<file path="src/rtl/trace_filter_multi_if.sv">
// trace_filter_multi_if
// Groups the retired-instruction sample stream and the per-sample decision
// returned by the filter.
//   pc_valid     : next_instr holds a retired instruction this cycle
//   next_instr   : retired instruction word
//   out_valid    : a decision for the previous cycle's valid sample is present
//   drop_instr   : 1 = drop that sample, 0 = keep it
//   keep_reason  : pending-flag set that caused a keep, zero on drop
// master drives samples and receives decisions; slave is the filter side.
interface trace_filter_multi_if #(
    parameter int INSTR_WIDTH = 32,
    parameter int NUM_EVENTS  = 2
);
    logic                   pc_valid;
    logic [INSTR_WIDTH-1:0] next_instr;
    logic                   out_valid;
    logic                   drop_instr;
    logic [4+NUM_EVENTS:0]  keep_reason;

    modport master (
        output pc_valid,
        output next_instr,
        input  out_valid,
        input  drop_instr,
        input  keep_reason
    );

    modport slave (
        input  pc_valid,
        input  next_instr,
        output out_valid,
        output drop_instr,
        output keep_reason
    );
endinterface

</file>
<file path="src/rtl/trace_filter_multi.sv">
// trace_filter_multi
// Decides, one cycle after each retired-instruction sample, whether the
// sample is worth tracing. A sample is kept when it is not a repeat of the
// previous valid word (dedup enabled) and at least one "interesting" flag is
// pending: first sample after reset, a preceding branch/jump/WFI, an
// event-counter change, or an expired resync timer. Keeping a sample clears
// every pending flag.
// Ports:
//   clk, rst           : clock and synchronous active-high reset
//   trc                : sample stream in, registered decision out (slave)
//   event_counters     : packed free-running counters, channel k at
//                        [k*EVENT_WIDTH +: EVENT_WIDTH]
//   cfg_mask           : bit0 branch, bit1 jump, bit2 WFI, bit3 dedup,
//                        bit4+k event channel k
//   cfg_resync_period  : cycles between forced keeps, 0 disables
//   dropped_count      : saturating count of dropped samples
module trace_filter_multi #(
    parameter int INSTR_WIDTH    = 32,
    parameter int NUM_EVENTS     = 2,
    parameter int EVENT_WIDTH    = 7,
    parameter int TIMER_WIDTH    = 16,
    parameter int DROP_CNT_WIDTH = 32
) (
    input  logic                              clk,
    input  logic                              rst,
    trace_filter_multi_if.slave               trc,
    input  logic [NUM_EVENTS*EVENT_WIDTH-1:0] event_counters,
    input  logic [3+NUM_EVENTS:0]             cfg_mask,
    input  logic [TIMER_WIDTH-1:0]            cfg_resync_period,
    output logic [DROP_CNT_WIDTH-1:0]         dropped_count
);

    localparam int REASON_WIDTH = 5 + NUM_EVENTS;

    localparam logic [6:0] OP_BRANCH = 7'b1100011;
    localparam logic [6:0] OP_JAL    = 7'b1101111;
    localparam logic [6:0] OP_JALR   = 7'b1100111;
    localparam logic [INSTR_WIDTH-1:0] WFI_WORD = INSTR_WIDTH'(32'h10500073);

    logic                              first_q;
    logic                              branch_q;
    logic                              jump_q;
    logic                              wfi_q;
    logic                              resync_q;
    logic [NUM_EVENTS-1:0]             event_q;
    logic [NUM_EVENTS*EVENT_WIDTH-1:0] event_prev_q;
    logic [TIMER_WIDTH-1:0]            timer_q;
    logic [INSTR_WIDTH-1:0]            last_word_q;

    logic                              is_branch;
    logic                              is_jump;
    logic                              is_wfi;
    logic                              is_dup;
    logic                              resync_hit;
    logic                              class_ok;
    logic                              keep;
    logic                              drop;
    logic [REASON_WIDTH-1:0]           pending;
    logic [NUM_EVENTS-1:0]             event_set;

    // Instruction classification of the current sample.
    assign is_branch = (trc.next_instr[6:0] == OP_BRANCH);
    assign is_jump   = (trc.next_instr[6:0] == OP_JAL) || (trc.next_instr[6:0] == OP_JALR);
    assign is_wfi    = (trc.next_instr == WFI_WORD);

    // The timer reaching the period counts as pending in that very cycle, so
    // with period P the forced keep lands on every (P+1)th cycle after a keep.
    assign resync_hit = (cfg_resync_period != '0) && (timer_q == cfg_resync_period);

    assign pending = {event_q, resync_q | resync_hit, wfi_q, jump_q, branch_q, first_q};

    // A duplicate is dropped regardless of pending flags and neither consumes
    // them nor sets its own class flag.
    assign is_dup   = cfg_mask[3] && trc.pc_valid && (trc.next_instr == last_word_q);
    assign class_ok = trc.pc_valid && !is_dup;
    assign keep     = class_ok && (|pending);
    assign drop     = trc.pc_valid && !keep;

    // Per-channel change detection against last cycle's counter values; any
    // difference counts, including wrap from all-ones back to zero.
    always_comb begin
        event_set = '0;
        for (int k = 0; k < NUM_EVENTS; k++) begin
            event_set[k] = cfg_mask[4+k] &&
                (event_counters[k*EVENT_WIDTH +: EVENT_WIDTH] !=
                 event_prev_q[k*EVENT_WIDTH +: EVENT_WIDTH]);
        end
    end

    // Pending flags, resync timer and history registers. New flag sources
    // are ORed in after the keep clear so that a branch or event arriving in
    // the same cycle as a keep survives for the following sample.
    always_ff @(posedge clk) begin
        if (rst) begin
            first_q      <= 1'b1;
            branch_q     <= 1'b0;
            jump_q       <= 1'b0;
            wfi_q        <= 1'b0;
            resync_q     <= 1'b0;
            event_q      <= '0;
            event_prev_q <= event_counters;
            timer_q      <= '0;
            last_word_q  <= '0;
        end else begin
            first_q      <= first_q & ~keep;
            branch_q     <= (branch_q & ~keep) | (class_ok & is_branch & cfg_mask[0]);
            jump_q       <= (jump_q & ~keep) | (class_ok & is_jump & cfg_mask[1]);
            wfi_q        <= (wfi_q & ~keep) | (class_ok & is_wfi & cfg_mask[2]);
            resync_q     <= ~keep & (resync_q | resync_hit);
            event_q      <= (event_q & ~{NUM_EVENTS{keep}}) | event_set;
            event_prev_q <= event_counters;
            if (keep) begin
                timer_q <= '0;
            end else if (timer_q < cfg_resync_period) begin
                timer_q <= timer_q + 1'b1;
            end else begin
                timer_q <= cfg_resync_period;
            end
            if (trc.pc_valid) begin
                last_word_q <= trc.next_instr;
            end
        end
    end

    // Registered decision outputs and the saturating drop counter. Reset
    // discards any decision that was about to be presented.
    always_ff @(posedge clk) begin
        if (rst) begin
            trc.out_valid   <= 1'b0;
            trc.drop_instr  <= 1'b0;
            trc.keep_reason <= '0;
            dropped_count   <= '0;
        end else begin
            trc.out_valid   <= trc.pc_valid;
            trc.drop_instr  <= drop;
            trc.keep_reason <= keep ? pending : '0;
            if (drop && (dropped_count != '1)) begin
                dropped_count <= dropped_count + 1'b1;
            end
        end
    end

endmodule

</file>
<file path="src/flat_wrapper.sv">
// flat-port wrapper written by rule: the top's interface ports become plain ports
module trace_filter_multi_flat 
#(
    parameter int INSTR_WIDTH    = 32,
    parameter int NUM_EVENTS     = 2,
    parameter int EVENT_WIDTH    = 7,
    parameter int TIMER_WIDTH    = 16,
    parameter int DROP_CNT_WIDTH = 32
)
  (clk, rst, event_counters, cfg_mask, cfg_resync_period, dropped_count, trc_pc_valid, trc_next_instr, trc_out_valid, trc_drop_instr, trc_keep_reason);
  trace_filter_multi_if #(.INSTR_WIDTH(INSTR_WIDTH), .NUM_EVENTS(NUM_EVENTS)) trc_i ();
  input  logic clk;
  input  logic rst;
  input  logic [NUM_EVENTS*EVENT_WIDTH-1:0] event_counters;
  input  logic [3+NUM_EVENTS:0] cfg_mask;
  input  logic [TIMER_WIDTH-1:0] cfg_resync_period;
  output logic [DROP_CNT_WIDTH-1:0] dropped_count;
  input wire logic [$bits(trc_i.pc_valid)-1:0] trc_pc_valid;
  input wire logic [$bits(trc_i.next_instr)-1:0] trc_next_instr;
  output wire logic [$bits(trc_i.out_valid)-1:0] trc_out_valid;
  output wire logic [$bits(trc_i.drop_instr)-1:0] trc_drop_instr;
  output wire logic [$bits(trc_i.keep_reason)-1:0] trc_keep_reason;
  assign trc_i.pc_valid = trc_pc_valid;
  assign trc_i.next_instr = trc_next_instr;
  assign trc_out_valid = trc_i.out_valid;
  assign trc_drop_instr = trc_i.drop_instr;
  assign trc_keep_reason = trc_i.keep_reason;
  trace_filter_multi #(.INSTR_WIDTH(INSTR_WIDTH), .NUM_EVENTS(NUM_EVENTS), .EVENT_WIDTH(EVENT_WIDTH), .TIMER_WIDTH(TIMER_WIDTH), .DROP_CNT_WIDTH(DROP_CNT_WIDTH)) u_core (.clk(clk), .rst(rst), .trc(trc_i), .event_counters(event_counters), .cfg_mask(cfg_mask), .cfg_resync_period(cfg_resync_period), .dropped_count(dropped_count));
endmodule
</file>
<file path="config.mk">
export PLATFORM = sky130hd
export DESIGN_NAME = trace_filter_multi_flat
export DESIGN_NICKNAME = d
export VERILOG_FILES = /design/src/rtl/trace_filter_multi_if.sv /design/src/rtl/trace_filter_multi.sv /design/src/flat_wrapper.sv
export SDC_FILE = /design/constraint.sdc
export NUM_CORES = 1
export LEC_CHECK = 0
export CELL_PAD_IN_SITES_DETAIL_PLACEMENT = 1
export CELL_PAD_IN_SITES_GLOBAL_PLACEMENT = 2
export CORE_MARGIN = 1.5
export CORE_UTILIZATION = 31
export CTS_CLUSTER_DIAMETER = 50
export CTS_CLUSTER_SIZE = 16
export DETAILED_ROUTE_END_ITERATION = 10
export GPL_ROUTABILITY_DRIVEN = 1
export GPL_TIMING_DRIVEN = 0
export PLACE_DENSITY = 0.86
export RECOVER_POWER = 100
export SETUP_SLACK_MARGIN = 0.4
export SLEW_MARGIN = 10
export SYNTH_ARGS = -nofsm -noshare
export SYNTH_HDL_FRONTEND = slang
export SYNTH_SLANG_ARGS = --single-unit
</file>
<file path="constraint.sdc">
create_clock -name clk -period 3 [get_ports clk]
set_input_delay 0.3 -clock clk [delete_from_list [all_inputs] [get_ports clk]]
set_output_delay 0.3 -clock clk [all_outputs]
set_load 0.01 [all_outputs]
</file>
==> results of run 1 <==
==> cell usage in the layout, fill, tap and decap left out, drive strengths merged, types with 2 or more instances in the layout <==
cell type / count
nor4b: 4
o21ai: 6
nand2b: 3
nand4: 17
nor2b: 3
xor2: 45
buf: 10
clkbuf: 26
inv: 23
a2bb2o: 2
clkdlybuf4s50: 53
or3: 2
a21oi: 8
nand2: 24
dlygate4sd3: 55
o41ai: 2
a21o: 6
nor4: 18
and2: 7
nor3: 32
ha: 18
mux2i: 35
clkinvlp: 2
a211oi: 15
nor3b: 3
dfxtp: 110
nor2: 96
nand3: 21
xnor2: 43
and3: 11
or2: 2
==> kinds of logic after synthesis <==
kind of cell             share of synthesized area (%)
AND/OR/NAND/NOR                                   23.6
flip-flops                                        41.8
XOR/XNOR                                          14.6
buffers and inverters                             3.39
AO/OA/AOI/OAI                                     5.72
multiplexers                                      6.64
adder cells (fa/ha/maj)                           4.27
==> worst max path at each step <==
stage | start | endpoint | slack, ns
5_1_grt | trc_next_instr[2] | u_core.dropped_count[27] | 0.22
6_report | trc_next_instr[14] | u_core.dropped_count[9] | 0.34
3_5_place_dp | cfg_resync_period[13] | u_core.branch_q | -0.30
2_1_floorplan | u_core.timer_q[13] | u_core.branch_q | 0.83
4_1_cts | cfg_resync_period[13] | u_core.branch_q | 0.39
3_3_place_gp | cfg_resync_period[13] | u_core.wfi_q | -0.24
==> cell type report <==
| type | instances | area (um2) |
|---|---|---|
| timing repair buffer | 112 | 1120 |
| multi-input combinational | 430 | 2890 |
| clock inverter | 6 | 67.6 |
| buffer | 23 | 128 |
| sequential | 110 | 2200 |
| inverter | 21 | 78.8 |
| clock buffer | 10 | 239 |
| fill | 1937 | 9590 |
| tap | 220 | 275 |
==> metrics by stage <==
stage	hold slack, ns	area (um2)	instances	util [%]
final	0.321	7000	932	42.2
after global routing	0.355	7000	932	42.2
after CTS	0.416	6970	929	42.0
after detailed placement	0.472	6640	913	40.0
after global placement	0.453	6640	913	40.0
after floorplan	0.328	5270	584	-
==> repair_timing <==
item / in CTS / in global routing
gates resized for setup: 8 / 19
setup endpoints to repair: 38 / 51
cloned: 0 / 0
setup buffers: 0 / 3
pin swaps: 0 / 2
==> power groups by stage <==
stage / logic (W) / clock network (W) / registers, W
2_1_floorplan: 0.000158 / 0 / 0.00156
3_3_place_gp: 0.000328 / 0 / 0.00156
3_5_place_dp: 0.000339 / 0 / 0.00157
4_1_cts: 0.000344 / 0.00129 / 0.00153
5_1_grt: 0.000374 / 0.00134 / 0.00154
6_report: 0.000339 / 0.00125 / 0.00153
==> registers in the layout, summed over array words and instances (netlist names) <==
name and count:
u_core.last_word_q 32, u_core.branch_q 1, u_core.first_q 1, u_core.event_prev_q 14, u_core.trc.drop_instr 1, u_core.resync_q 1
u_core.jump_q 1, u_core.event_q 2, u_core.trc.out_valid 1, u_core.wfi_q 1, u_core.timer_q 16, u_core.dropped_count 32
u_core.trc.keep_reason 7
==> critical path: stages <==
cell	delay (ns)
clkdlybuf4s50_1	0.49
xor2_1	0.19
nor4_2	0.33
nand4_1	0.15
nor3_1	0.49
o21ai_4	0.13
buf_6	0.18
nor4b_1	0.39
xnor2_1	0.17
nor2_1	0.06
==> per-layer routing <==
layer	track usage [%]	routed length [um]	vias up
met2	32.7	7700	72
met4	5.25	181	0
met5	0	0	-
met3	3.27	529	13
li1	-	-	2251
met1	22.2	7030	2187
==> cells in the mapped netlist, drive strengths merged <==
cell type / n / share of area (%)
or2: 2 / 0.24
and2: 7 / 0.83
o211a: 1 / 0.19
o41ai: 2 / 0.33
nor2: 96 / 6.9
nor3: 32 / 3.1
and4: 1 / 0.17
nor4b: 4 / 0.90
or3: 2 / 0.24
xor2: 45 / 7.5
nand4: 17 / 2.0
clkbuf: 16 / 1.1
a21o: 6 / 0.85
xnor2: 43 / 7.1
mux2i: 35 / 6.6
nor2b: 3 / 0.36
a21oi: 8 / 0.76
a31o: 1 / 0.17
dfxtp: 110 / 42
inv: 21 / 1.5
nand2: 24 / 1.7
ha: 18 / 4.3
a2bb2o: 2 / 0.38
o21a: 1 / 0.14
nand3b: 1 / 0.14
o21ai: 6 / 0.64
nand2b: 3 / 0.36
nor3b: 3 / 0.64
nor4: 18 / 2.5
and3: 11 / 1.3
nor4bb: 1 / 0.19
buf: 7 / 0.76
o22ai: 1 / 0.12
a211oi: 15 / 2.1
nand3: 21 / 2.0
==> impl_metrics.env, run 1 <==
export IMPL_cp_max_fo=10
export IMPL_vias_per_cell=4.85
export IMPL_clock_root_buffer="clkbuf_16"
export IMPL_hold_start="cfg_resync_period[9]"
export IMPL_post_place_ws_ns=-0.301
export IMPL_setup_viol=0
export IMPL_reg2reg_depth=9
export IMPL_rsz0062_at_grt="no"
export IMPL_via_count=4523
export IMPL_path_class="in -> reg"
export IMPL_netlist_area_mm2=0.00527
export IMPL_r2r_slack_ns=0.46
export IMPL_cts_tree="yes"
export IMPL_yosysWarnings=0
export IMPL_fin_ws_ns=0.342
export IMPL_clk_latency_ns=0.36
export IMPL_grtUsageTotal_pct=18.2
export IMPL_grt_pass1_wl_um=25800
export IMPL_place_gp_congestion=0.788
export IMPL_end_kind="flip-flop"
export IMPL_rows=47
export IMPL_rr_startpoint="u_core.last_word_q[10]"
export IMPL_hold_viol=0
export IMPL_cts_sinks=110
export IMPL_ir_drop_mv=0.268
export IMPL_initial_utilization_pct=31.8
export IMPL_hpwlAfterDp_um=12000
export IMPL_worstHoldEndpoint="u_core.timer_q[9]"
export IMPL_drv_cap=0
export IMPL_syn_nets=673
export IMPL_grt_max_degree=19
export IMPL_routed_wl_um=15400
export IMPL_ios=112
export IMPL_max_clock_freq_mhz=376
export IMPL_fp_coreArea_mm2=0.0166
export IMPL_drv_slew=0
export IMPL_hp_class="in -> reg"
export IMPL_drt_initial_drc_count=174
export IMPL_avgSynthCellArea_um2=9.03
export IMPL_worstMarginPinSlew_ns=0.745
export IMPL_powerDensity_mw_per_mm2=446
export IMPL_cts_buffers=9
export IMPL_power_w=0.00312
export IMPL_place_port_buffers=109
export IMPL_swShare_pct=24.7
export IMPL_fin_tns_setup_ns=0
export IMPL_grt_ovfl_total=0
export IMPL_yosysSeqAreaShare_pct=41.8
export IMPL_rr_endpoint="u_core.dropped_count[9]"
export IMPL_crit_path_start_kind="input pin"
export IMPL_p_sw_w=0.000770
export IMPL_finalClockSkew_ns=0.00905
export IMPL_dieArea_mm2=0.0178
export IMPL_first_global_vias=5042
export IMPL_outcome="finished, final reports clean"
export IMPL_holdPathStages=3
export IMPL_cts_hold_buf=0
export IMPL_fin_crit_ns=2.66
export IMPL_antennaDiodeCount=0
export IMPL_crit_required_ns=3.23
export IMPL_fp_dieH_um=133
export IMPL_clk_pin_slew_ns=0.07
export IMPL_firstDrtPassIters=4
export IMPL_netlist_instances=584
export IMPL_period_share_pct=88.6
export IMPL_p_leak_nw=2.87
export IMPL_clockBufferDepth=2
export IMPL_combPwrFrac_pct=10.9
export IMPL_die_x_um=133
export IMPL_power_frac_seq_pct=49.1
export IMPL_wl_per_cell_um=16.6
export IMPL_max_slew_margin_pct=50.4
export IMPL_synth_cell_types=43
export IMPL_ys_ff_latch=110
export IMPL_clkPwrFrac_pct=40.0
export IMPL_antenna_found_initial=0
export IMPL_fin_nets=796
export IMPL_intPower_w=0.00235
export IMPL_htreeDepth=3
export IMPL_drc=0
export IMPL_area_growth_pct=32.7
export IMPL_drive_gt1_share_pct=5.34
export IMPL_antenna_left=0
export IMPL_worstPathArrival_ns=2.89
Note: power is estimated with default switching activity, not from simulation.
==> inputs of run 2 (changes only) <==
- CAP_MARGIN: unset -> 20
- RECOVER_POWER: 100 -> 25
==> impl_metrics.env, run 2 (synthesis gave the netlist of run 1 again) <==
export IMPL_utilization_pct=42.5
export IMPL_ir_drop_mv=0.268
export IMPL_die_x_um=133
export IMPL_rsz0062_at_grt="no"
export IMPL_antenna_found_initial=0
export IMPL_fin_nets=796
export IMPL_area_growth_pct=33.6
export IMPL_vias_per_cell=4.84
export IMPL_crit_path_start_kind="input pin"
export IMPL_clockBufferDepth=2
export IMPL_powerDensity_mw_per_mm2=443
export IMPL_initial_utilization_pct=31.8
export IMPL_hpwlAfterDp_um=12000
export IMPL_routed_wl_um=15400
export IMPL_final_cells=932
export IMPL_htreeDepth=3
export IMPL_cp_max_fo=10
export IMPL_place_inst=913
export IMPL_clk_pin_slew_ns=0.07
export IMPL_holdWs_ns=0.321
export IMPL_path_class="in -> reg"
export IMPL_rows=47
export IMPL_drt_initial_drc_count=167
export IMPL_p_leak_nw=2.75
export IMPL_grt_ovfl_total=0
export IMPL_filler_cell_count=1931
export IMPL_drv_slew=0
export IMPL_cts_buffers=9
export IMPL_hp_class="in -> reg"
export IMPL_fp_coreArea_mm2=0.0166
export IMPL_r2r_slack_ns=0.67
export IMPL_holdPathStages=3
export IMPL_reg2reg_depth=9
export IMPL_first_global_vias=5042
export IMPL_worstMarginPinSlew_ns=0.747
export IMPL_drive_gt1_share_pct=6.46
export IMPL_dieArea_mm2=0.0178
export IMPL_worstHoldEndpoint="u_core.timer_q[9]"
export IMPL_final_common_cell="dfxtp_1"
export IMPL_place_port_buffers=109
export IMPL_finalClockSkew_ns=0.0107
export IMPL_worstPathArrival_ns=2.71
export IMPL_grtUsageTotal_pct=18.2
export IMPL_hold_viol=0
export IMPL_place_area_mm2=0.00664
export IMPL_clk_latency_ns=0.36
export IMPL_fin_area_mm2=0.00705
export IMPL_antenna_left=0
export IMPL_firstDrtPassIters=4
export IMPL_grt_max_degree=19
export IMPL_fp_dieH_um=133
export IMPL_max_slew_margin_pct=50.2
export IMPL_rr_endpoint="u_core.dropped_count[29]"
export IMPL_place_gp_congestion=0.788
export IMPL_grt_pass1_wl_um=25800
export IMPL_drc=0
export IMPL_cts_sinks=110
export IMPL_ios=112
export IMPL_wl_per_cell_um=16.6
export IMPL_end_kind="flip-flop"
export IMPL_rr_startpoint="u_core.last_word_q[10]"
export IMPL_reg_top3="u_core.dropped_count x32, u_core.last_word_q x32, u_core.timer_q x16"
export IMPL_crit_required_ns=3.24
export IMPL_period_share_pct=82.2
export IMPL_cts_tree="yes"
export IMPL_via_count=4512
export IMPL_final_cell_mix="dfxtp_1 (110), nor2_1 (95), clkdlybuf4s50_1 (93), xor2_1 (45), xnor2_1 (43)"
export IMPL_clock_root_buffer="clkbuf_16"
export IMPL_fin_crit_ns=2.47
export IMPL_power_w=0.00312
export IMPL_drv_cap=0
export IMPL_antennaDiodeCount=0
export IMPL_max_clock_freq_mhz=405
export IMPL_hold_start="cfg_resync_period[9]"
export IMPL_cts_hold_buf=0
export IMPL_setup_viol=0
export IMPL_outcome="finished, final reports clean"
==> run 2: metrics by stage <==
stage	TNS, ns	worst slack [ns]
after global placement	-1.95	-0.245
after floorplan	0	0.825
after global routing	0	0.386
final	0	0.534
after CTS	0	0.388
after detailed placement	-2.84	-0.301
==> run 2: worst max path at each step <==
stage | slack (ns) | from | endpoint | cells past startpoint
6_report | 0.53 | cfg_resync_period[11] | u_core.branch_q | 12
4_1_cts | 0.39 | cfg_resync_period[13] | u_core.branch_q | 12
3_3_place_gp | -0.24 | cfg_resync_period[13] | u_core.wfi_q | 12
5_1_grt | 0.39 | cfg_resync_period[11] | u_core.branch_q | 12
2_1_floorplan | 0.83 | u_core.timer_q[13] | u_core.branch_q | 10
3_5_place_dp | -0.30 | cfg_resync_period[13] | u_core.branch_q | 12
==> run 2: critical path: stages <==
cell and delay, ns:
clkdlybuf4s50_1 0.52, inv_1 0.07, ha_1 0.30, nand4_1 0.14, nor3_2 0.21, and3_4 0.24, nor2_4 0.06, nor2_1 0.14
nand2_2 0.10, nand2b_1 0.15, buf_6 0.16, a2bb2o_1 0.30
==> run 2: layout make-up <==
cell class / instances / area [um2] / share of cell area, %
multi-input cells: 430 / 2940 / 41.7
flip-flops and latches: 110 / 2200 / 31.2
repair buffers: 112 / 1120 / 15.8
well taps: 220 / 275 / 3.91
clock buffers: 10 / 239 / 3.39
plain buffers: 23 / 128 / 1.81
inverters: 21 / 78.8 / 1.12
clock inverters: 6 / 67.6 / 0.959
==> run 2: timing repair <==
item	CTS	global route
resized for setup	8	19
pin swaps	0	2
setup buffers	0	3
endpoints found under the hold margin	0	0
endpoints found under the setup margin	38	51
==> run 2: report_power, final <==
group,internal [W],switching [W],total (W)
logic,0.000172,0.000170,0.000342
registers,0.00150,0.0000295,0.00153
clock network,0.000676,0.000572,0.00125
==> run 2: metal layers <==
layer  track usage, %  vias up  wire, um
met5                0        -         0
met4             5.25        0       176
met3             3.27       12       547
met2             32.7       69      7670
met1             22.2     2181      7050
li1                 -     2250         -
==> RTL change 1: new RTL, config.mk and constraints of run 2 <==
`INSTR_WIDTH` is set to 32 in 3 places; all go to 64.
--- a/src/rtl/trace_filter_multi_if.sv
+++ b/src/rtl/trace_filter_multi_if.sv
@@ -10,3 +10,3 @@
 interface trace_filter_multi_if #(
-    parameter int INSTR_WIDTH = 32,
+    parameter int INSTR_WIDTH = 64,
     parameter int NUM_EVENTS  = 2
--- a/src/rtl/trace_filter_multi.sv
+++ b/src/rtl/trace_filter_multi.sv
@@ -17,3 +17,3 @@
 module trace_filter_multi #(
-    parameter int INSTR_WIDTH    = 32,
+    parameter int INSTR_WIDTH    = 64,
     parameter int NUM_EVENTS     = 2,
--- a/src/flat_wrapper.sv
+++ b/src/flat_wrapper.sv
@@ -3,3 +3,3 @@
 #(
-    parameter int INSTR_WIDTH    = 32,
+    parameter int INSTR_WIDTH    = 64,
     parameter int NUM_EVENTS     = 2,
Interface: changed (resized trc_next_instr); port bits go from 112 to 144. The function was not compared with the original's and may differ.
==> RTL change 1 against run 2 <==
- wire length rose by 41%
- global-route usage increased by 0.69 points
- design area grew 38%
- power up 52%
- sequential cell count increased by 32
- largest power group is now clock
- hold slack got worse by 0.083 ns
- critical path depth decreased by 1
- largest cell class unchanged
- synthesized area rose by 31%
- setup slack got worse by 0.11 ns
- non-clock buffer count is 54 higher
- sequential power increased by 31%
- via count grew 38%
==> RTL change 1: results (changes against run 2) <==
* Result of the run: finished, final reports clean (unchanged)
* Sequential-to-total area share from yosys stat at 41.19% (was 41.77%)
* Skew-Pair Late Insertion Delay at 0.43 ns (was 0.36 ns)
* Combined area of all synthesized cells at 0.006902 mm2 (was 0.005273 mm2)
* Worst setup path endpoint: u_core.dropped_count[30] (was u_core.branch_q)
* Post-synthesis compound-gate area fraction at 9.173% (was 5.719%)
* Gp weighted congestion at 0.8063 (was 0.7882)
* Top area cells in the synthesized netlist: sky130_fd_sc_hd__dfxtp_1 (41%), sky130_fd_sc_hd__mux2i_1 (9.7%), sky130_fd_sc_hd__xnor2_1 (7.9%), sky130_fd_sc_hd__nor2_1 (5.9%), sky130_fd_sc_hd__ha_1 (3.3%) (was sky130_fd_sc_hd__dfxtp_1 (42%), sky130_fd_sc_hd__xor2_1 (7.5%), sky130_fd_sc_hd__xnor2_1 (7.1%), sky130_fd_sc_hd__nor2_1 (6.8%), sky130_fd_sc_hd__mux2i_1 (6.6%))
* Adder-Cell Fraction of Synth Area at 3.263% (was 4.271%)
* Leakage component of the power at 0.003955 uW (was 0.002751 uW)
* Net count after synthesis at 888 (was 673)
* Switching power total at 1223 uW (was 770.9 uW)
* Capture endpoint of the worst hold path: u_core.timer_q[14] (was u_core.timer_q[9])
* Nets at 1065 (was 796)
* Fraction of area in clock buffers and inverters at 6.183% (was 4.350%)
* Pin count of the biggest net entering global routing at 17 (was 19)
* Share of post-route cells with drive strength above 1 at 12.75% (was 6.461%)
* Multiplexer fraction of the synthesized cell area at 10.86% (was 6.645%)
* First element of the critical path: trc_next_instr[1] (was cfg_resync_period[11])
* Biggest registers after layout: u_core.last_word_q x64, u_core.dropped_count x32, u_core.timer_q x16 (was u_core.dropped_count x32, u_core.last_word_q x32, u_core.timer_q x16)
* Overall global routing resource usage at 18.88% (was 18.20%)
* Largest clock skew in the final design at 0.01466 ns (was 0.01075 ns)
* Xor/xnor cell area share of the yosys netlist at 9.898% (was 14.62%)
* Count of H-tree levels built during CTS at 4 (was 3)
* Reg2Reg Capture Point: u_core.dropped_count[1] (was u_core.dropped_count[29])
* Vias in the first global route at 6520 (was 5042)
* Layout clock buffers at 19 (was 10)
* Half-perimeter wire length after detailed placement at 16.24 mm (was 12.03 mm)
* Multi-input gates at 557 (was 430)
* First-pass GRT wire length at 34.65 mm (was 25.75 mm)
* DP Area at 0.008683 mm2 (was 0.006639 mm2)
* Number of sequential cells at 142 (was 110)
-- RTL change 1: stage by stage --
step	cells	util, %	setup TNS, ns	setup WS (ns)
after floorplan	767	-	0	0.5632
after global placement	1190	39.79	-10.74	-0.4102
after global routing	1237	44.69	0	0.3361
after detailed placement	1190	39.79	-12.22	-0.4677
final	1237	44.69	0	0.4226
after CTS	1228	43.34	0	0.3543
-- RTL change 1: layer usage --
metal	routed length [um]	track usage, %	part of all wire [%]	vias to the layer above
li1	-	-	-	3083
met1	10380	24.95	48	3008
met2	10210	30.73	47	114
met3	720	3.612	3.3	24
met4	435	6.657	2.0	0
met5	0	0	0	-
-- RTL change 1: power by group through the flow --
stage	clock network (uW)	logic [uW]	registers (uW)
5_1_grt	2310	623	2010
2_1_floorplan	0	271	2030
4_1_cts	2240	563	2000
6_report	2180	568	2000
3_3_place_gp	0	544	2040
3_5_place_dp	0	553	2040
-- RTL change 1: critical path, cell delays in order --
cell and delay (ns):
sky130_fd_sc_hd__clkdlybuf4s50_1 0.52, sky130_fd_sc_hd__xnor2_1 0.38, sky130_fd_sc_hd__nand4_1 0.16, sky130_fd_sc_hd__nor2_1 0.18, sky130_fd_sc_hd__nand4_1 0.21, sky130_fd_sc_hd__nor2_4 0.22
sky130_fd_sc_hd__buf_6 0.13, sky130_fd_sc_hd__nor2_4 0.04, sky130_fd_sc_hd__buf_6 0.14, sky130_fd_sc_hd__or4_4 0.51, sky130_fd_sc_hd__a21oi_2 0.13
-- RTL change 1: timing repair --
action                                  4_1_cts  5_1_grt
pin swaps                                    12       15
resized for setup                            32       73
endpoints found under the setup margin       52      110
setup buffers                                 6        7
gates cloned                                  0        2
==> RTL change 2: new RTL, config.mk and constraints of run 2 <==
Without the edit above. Reset style: asynchronous (`rst`), changed in one clocked block. Comments in the files are not updated.
--- a/src/rtl/trace_filter_multi.sv
+++ b/src/rtl/trace_filter_multi.sv
@@ -126,3 +126,3 @@
     // discards any decision that was about to be presented.
-    always_ff @(posedge clk) begin
+    always_ff @(posedge clk or posedge rst) begin
         if (rst) begin
Behaviour: differs if rst is asserted again (counterexample within 4 cycles, from zero or initial values and one cycle with rst high); with rst held inactive, the same outputs for 10 cycles.
==> RTL change 2 against run 2 <==
- sequential cell count did not move
- non-clock buffer count is 5 higher
- final cell count decreased by 1.4%
- setup slack got worse by 0.14 ns
- first-iteration DRC count fell by 8.4%
- clock power increased by 5%
- synthesized area is 2.5% higher
- power increased by 8.4%
- design area is 4.3% higher
- wire length grew 0.56%
- critical endpoint is now u_core.dropped_count[1]
- highest routed layer unchanged
==> RTL change 2: results (changes against run 2) <==
* Logic gate share of total power at 13.9% (was 11.0%)
* Peak VDD IR at 0.2709 mV (was 0.2679 mV)
* Met1 usage at 22.45% (was 22.17%)
* Net count after synthesis at 646 (was 673)
* Seq area share at 32.82% (was 31.25%)
* Result of the run: finished, final reports clean (unchanged)
* Count of fill cells added during filler insertion at 1976 (was 1931)
* Capture endpoint of the worst hold path: u_core.last_word_q[3] (was u_core.timer_q[9])
* Resized cells post-CTS at 32 (was 8)
* Via count of the routed design at 4614 (was 4512)
* RR Startpoint: u_core.last_word_q[16] (was u_core.last_word_q[10])
* Cell area after layout at 0.007347 mm2 (was 0.007047 mm2)
* Post-synthesis compound-gate area fraction at 5.002% (was 5.719%)
* Fraction of area in clock buffers and inverters at 4.445% (was 4.350%)
* Xor/xnor cell area share of the yosys netlist at 14.43% (was 14.62%)
* Cell depth of the worst flop-to-flop path at 8 (was 9)
* Synth async-reset ratio at 37.27% (was 0%)
* Port Buffer Count at 111 (was 109)
* Multi-input gate share of total cell area at 40.34% (was 41.73%)
* Setup slack at placement at -0.7346 ns (was -0.3008 ns)
* Critical path peak fanout at 4 (was 10)
* Area delta synth->final at 35.99% (was 33.65%)
* Adder-Cell Fraction of Synth Area at 4.169% (was 4.271%)
* Slowest Stage Delay on Critical Path at 0.54 ns (was 0.52 ns)
* Gp weighted congestion at 0.8272 (was 0.7882)
* Vias in the first global route at 4934 (was 5042)
* Routed met2 length at 7.821 mm (was 7.670 mm)
* Vias per cell at 5.021 (was 4.841)
* Count of different cell masters after synthesis at 40 (was 43)
* Half-perimeter wire length after detailed placement at 12.01 mm (was 12.03 mm)
* Worst hold slack at 0.3216 ns (was 0.3207 ns)
* Switching Share at 26.46% (was 24.68%)
* Int Pwr at 2490 uW (was 2352 uW)
* Largest clock skew in the final design at 0.009131 ns (was 0.01075 ns)
* Critical path startpoint category: flip-flop (was primary input)
* Post-Place Cells at 894 (was 913)
## RTL change 2: changes by cell type after synthesis, moves of 4 or more
cell,change
sky130_fd_sc_hd__dfrtp_1,+41
sky130_fd_sc_hd__dfxtp_1,-41
sky130_fd_sc_hd__nor2_1,-29
sky130_fd_sc_hd__nor3_1,-22
sky130_fd_sc_hd__nand4_1,+17
sky130_fd_sc_hd__and3_1,+8
sky130_fd_sc_hd__nor4_1,+7
sky130_fd_sc_hd__and2_1,-6
sky130_fd_sc_hd__xnor2_1,+6
sky130_fd_sc_hd__and4_1,+5
sky130_fd_sc_hd__nand2_1,+5
sky130_fd_sc_hd__xor2_1,-5
sky130_fd_sc_hd__clkbuf_1,-4
sky130_fd_sc_hd__nand3_1,+4
## RTL change 2: tightest hold or removal path, stage by stage
cell	delay, ns
sky130_fd_sc_hd__dlymetal6s2s_1	0.16
sky130_fd_sc_hd__mux2i_1	0.10
sky130_fd_sc_hd__nor2_1	0.08
